[config.mk]
export PLATFORM = sky130hd
export DESIGN_NAME = operand_entry
export DESIGN_NICKNAME = d
export VERILOG_FILES = /design/src/rtl/operand_entry.sv
export SDC_FILE = /design/constraint.sdc
export NUM_CORES = 1
export LEC_CHECK = 0
export CAP_MARGIN = 0
export CORE_AREA = 3 3 68 70
export CTS_BUF_LIST = sky130_fd_sc_hd__clkbuf_8
export DETAILED_ROUTE_END_ITERATION = 16
export DIE_AREA = 0 0 71 73
export GPL_TIMING_DRIVEN = 0
export PLACE_DENSITY = 0.61
export SYNTH_ARGS = -nofsm -noshare
export SYNTH_HDL_FRONTEND = slang
export SYNTH_SLANG_ARGS = --single-unit
[constraint.sdc]
create_clock -name clk -period 1.7 [get_ports clk]
set_input_delay 0.34 -clock clk [delete_from_list [all_inputs] [get_ports clk]]
set_output_delay 0.34 -clock clk [all_outputs]
set_load 0.01 [all_outputs]
[src/rtl/operand_entry.sv]
// operand_entry: collects two 4-bit operands from the slide switches.
// Each debounced key press advances ENTER_A -> ENTER_B -> SHOW -> ENTER_A.
// key_n is synchronized, then debounced. A registered falling-edge detect
// on the debounced level produces a one-cycle press pulse. The operand FSM
// samples sw on the edge where press is high.
// press is a plain pulse with no ready/acknowledge. Every pulse is consumed
// on the clock edge where it is high.
module operand_entry #(
  parameter int DEBOUNCE_CYCLES = 500000
) (
  input  logic       clk,
  input  logic       reset,
  input  logic       key_n,
  input  logic [3:0] sw,
  output logic [3:0] a,
  output logic [3:0] b,
  output logic [1:0] stage,
  output logic       valid,
  output logic       press
);

  localparam int CW = $clog2(DEBOUNCE_CYCLES) + 1;
  localparam logic [CW-1:0] CNT_MAX = CW'(DEBOUNCE_CYCLES - 1);

  typedef enum logic [1:0] {
    ENTER_A = 2'b00,
    ENTER_B = 2'b01,
    SHOW    = 2'b10
  } state_t;

  logic          sync1_q, sync2_q;
  logic          stable_q, stable_d;
  logic [CW-1:0] cnt_q, cnt_d;
  logic          prev_q;
  logic          press_q;
  state_t        state_q, state_d;
  logic [3:0]    a_q, a_d, b_q, b_d;
  logic          valid_q, valid_d;

  // Two-flop synchronizer for the asynchronous push button.
  always_ff @(posedge clk) begin
    if (reset) begin
      sync1_q <= 1'b1;
      sync2_q <= 1'b1;
    end else begin
      sync1_q <= key_n;
      sync2_q <= sync1_q;
    end
  end

  // Debounce: count consecutive cycles where the synchronized level differs from the stable level.
  always_comb begin
    stable_d = stable_q;
    cnt_d    = '0;
    if (sync2_q != stable_q) begin
      if (cnt_q == CNT_MAX) begin
        stable_d = sync2_q;
        cnt_d    = '0;
      end else begin
        cnt_d = cnt_q + CW'(1);
      end
    end
  end

  // Debounce state and the registered falling-edge detect of the stable level.
  always_ff @(posedge clk) begin
    if (reset) begin
      stable_q <= 1'b1;
      cnt_q    <= '0;
      prev_q   <= 1'b1;
      press_q  <= 1'b0;
    end else begin
      stable_q <= stable_d;
      cnt_q    <= cnt_d;
      prev_q   <= stable_q;
      press_q  <= prev_q & ~stable_q;
    end
  end

  // Operand FSM next state: acts only on a press; illegal encoding recovers to ENTER_A.
  always_comb begin
    state_d = state_q;
    a_d     = a_q;
    b_d     = b_q;
    valid_d = valid_q;
    case (state_q)
      ENTER_A: begin
        if (press_q) begin
          a_d     = sw;
          state_d = ENTER_B;
        end
      end
      ENTER_B: begin
        if (press_q) begin
          b_d     = sw;
          valid_d = 1'b1;
          state_d = SHOW;
        end
      end
      SHOW: begin
        if (press_q) begin
          valid_d = 1'b0;
          state_d = ENTER_A;
        end
      end
      default: begin
        valid_d = 1'b0;
        state_d = ENTER_A;
      end
    endcase
  end

  // Operand FSM registers; reset overrides any press on the same edge.
  always_ff @(posedge clk) begin
    if (reset) begin
      state_q <= ENTER_A;
      a_q     <= 4'h0;
      b_q     <= 4'h0;
      valid_q <= 1'b0;
    end else begin
      state_q <= state_d;
      a_q     <= a_d;
      b_q     <= b_d;
      valid_q <= valid_d;
    end
  end

  assign a     = a_q;
  assign b     = b_q;
  assign stage = state_q;
  assign valid = valid_q;
  assign press = press_q;

endmodule

==> results.cfg <==
[outcome]
status = finished, final reports clean

[cts]
clkLatencyLatePin_ps = 290
htree_levels = 2
cts_tree = done
clk_pin_slew_ps = 70
cts_sinks = 36
cts_buffer_depth = 2
cts_root_buf = clkbuf_8
cts_made_buffers = 5
cts_hold_buf = 0

[setup_path]
path_delay_family = buffers and inverters
cp.arrival_ps = 1270
path_buf_inv = 1
slowest_stage = clkdlybuf4s50_1
critPathRequiredTime_ps = 1360
cpPeakStageDelay_ps = 570
setup.worst_path.start_class = flop
crit_type = flop to primary output
path_cells = clkdlybuf4s50_1
end_kind = primary output
path_max_fanout = 6

[sta]
rsz0062_at_grt = false
min_period_ps = 1610
fin_crit_sh = 0.950
slew_violations = 0
hold_violations = 0
worst_pin_slew_ps = 479
max_clock_freq_mhz = 619
whs_ps = 417
slew_headroom = 0.679
finalClockSkew_ps = 7.84
setup_viol = 0

[finish]
fin_nets = 188
drive_gt1_frac = 0.160
layout_common_cells = dfxtp_1, nor2_1, clkdlybuf4s50_1
stdcell_count = 231
final_common_cell = dfxtp_1
antennaDiodeCount = 0
area_growth_pct = 28.4
design_area_sq_um = 1860
final_core_util = 0.463

[drt]
drc_errors = 0
num_vias = 1163
antenna_left = 0
wl_um = 2790
drt-met1-wl_um = 1190
highest_layer = met4
viasPerCell = 5.03
wl_per_cell_um = 12.1
drt_iter0_markers = 49
firstDrtPassIters = 4
dr_wl_met3_um = 165
wl_met2_um = 1390

[power]
switchingPower_uw = 305
powerDensity_nw_per_um2 = 857
leakage_nw = 0.637
p_seq_frac = 0.530
ir_drop_v = 0.000470
total_power_mw = 1.60
internal_power_mw = 1.29
sw_frac_of_total = 0.191
pwr-share-clk = 0.450
combPwrFrac = 0.020

[die]
fp.dieW_um = 71
core_area_sq_um = 4030
die_h_um = 73
num_rows = 23
die_area_sq_um = 5180
ioPinCount = 19
start_util = 0.360

[placed_design]
numPortBuffers = 18
dp_cells = 220
hpwl_um = 2030
gp_congestion = 0.755
placed_area_sq_um = 1690

[global_routing]
antenna_found_initial = 0
grt_max_degree = 12
grt-ovfl-total = 0
grt_pass1_wl_um = 5080
gr-usage-all-layers = 0.123
grt_pass1_vias = 1163

[synth]
syn_inst = 152
synth_fp_nets = 160
ys.flop_type = dfxtp_1
synth.distinct_cells = 30
synth_top_cell_by_area = dfxtp_1
ys_seq_elements = 36
synth_async_sr_flop_share = 0
yosysSeqAreaShare = 0.497
ys_top_cells_by_area = dfxtp_1, nor2_1, mux2i_1
synth.avg_cell_area_sq_um = 9.55
ys_warn_count = 0
synth_edf_count = 0
synth_top_cell_area_share = 0.497
netlist_area_sq_um = 1450

[flow_run]
max-cap-violations = 0

[min_path]
hp-class = flop to flop
## path summary, 6_finish.rpt
path,slack (ps),cells past startpoint,endpoint,start
hold reg to reg,420,1,sync2_q$_SDFF_PP1_,sync1_q$_SDFF_PP1_
hold / removal,420,1,sync2_q$_SDFF_PP1_,sync1_q$_SDFF_PP1_
setup reg to reg,110,4,cnt_q[17]$_SDFF_PP0_,cnt_q[3]$_SDFF_PP0_
setup / recovery,90,1,stage[1],stage[1]$_SDFFE_PP0P_
## area by class of cell
cell class / instances / area (sq um)
flip-flops and latches: 36 / 727
clock inverters: 3 / 38.8
plain buffers: 3 / 26.3
well taps: 50 / 62.6
repair buffers: 21 / 203
fillers: 393 / 2160
inverters: 5 / 18.8
multi-input cells: 108 / 719
clock buffers: 5 / 68.8
## metrics by stage
stage	setup TNS (ps)	worst slack [ps]
6_report	0	85.1
5_1_grt	0	3.25
4_1_cts	0	12.2
3_5_place_dp	-27.2	-6.53
3_3_place_gp	0	30.1
2_1_floorplan	0	164
## registers in the layout, summed over array words and instances, names as in the netlist, 2 cells and up
name   cells
b          4
cnt_q     20
a          4
stage      2
## per-layer routing
layer | global-route usage | vias to the layer above
met5 | 0 | -
met4 | 0.0438 | 0
met3 | 0.0468 | 6
met2 | 0.220 | 26
met1 | 0.132 | 536
li1 | - | 595
## power by group through the flow
stage / combinational, mW / clock (mW) / sequential, mW
after CTS: 0.0314 / 0.746 / 0.847
after detailed placement: 0.0303 / 0 / 0.867
after global routing: 0.0358 / 0.784 / 0.847
after floorplan: 0.0107 / 0 / 0.866
final: 0.0320 / 0.718 / 0.848
after global placement: 0.0295 / 0 / 0.867
## repair_timing
action | 4_1_cts | 5_1_grt
resized for setup | 3 | 12
setup buffers | 0 | 3
endpoints found under the setup margin | 9 | 21
pin swaps | 0 | 2
## Yosys cell counts, types with 2 or more instances
cell type,count
inv_1,5
or2_2,2
a21oi_1,9
nand2_1,6
or3_1,4
nand4_1,6
nor3_1,2
buf_2,2
mux2i_1,9
o31ai_1,4
xnor2_1,5
and2_1,2
and4_1,2
o21ai_0,4
or4_1,4
dfxtp_1,36
nand3_1,5
nor2_1,26
xor2_1,8
## cells by family (layout without fill, tap and decap cells)
kind of cell / Yosys count / in the layout / share of synthesized area
flip-flops: 36 / 36 / 0.497
AND/OR/NAND/NOR: 67 / 67 / 0.263
multiplexers: 9 / 9 / 0.0621
adder cells (fa/ha/maj): 1 / 1 / 0.00862
buffers and inverters: 8 / 37 / 0.0224
XOR/XNOR: 13 / 13 / 0.0784
AO/OA/AOI/OAI: 18 / 18 / 0.0690
Note: power is estimated with default switching activity, not from simulation.
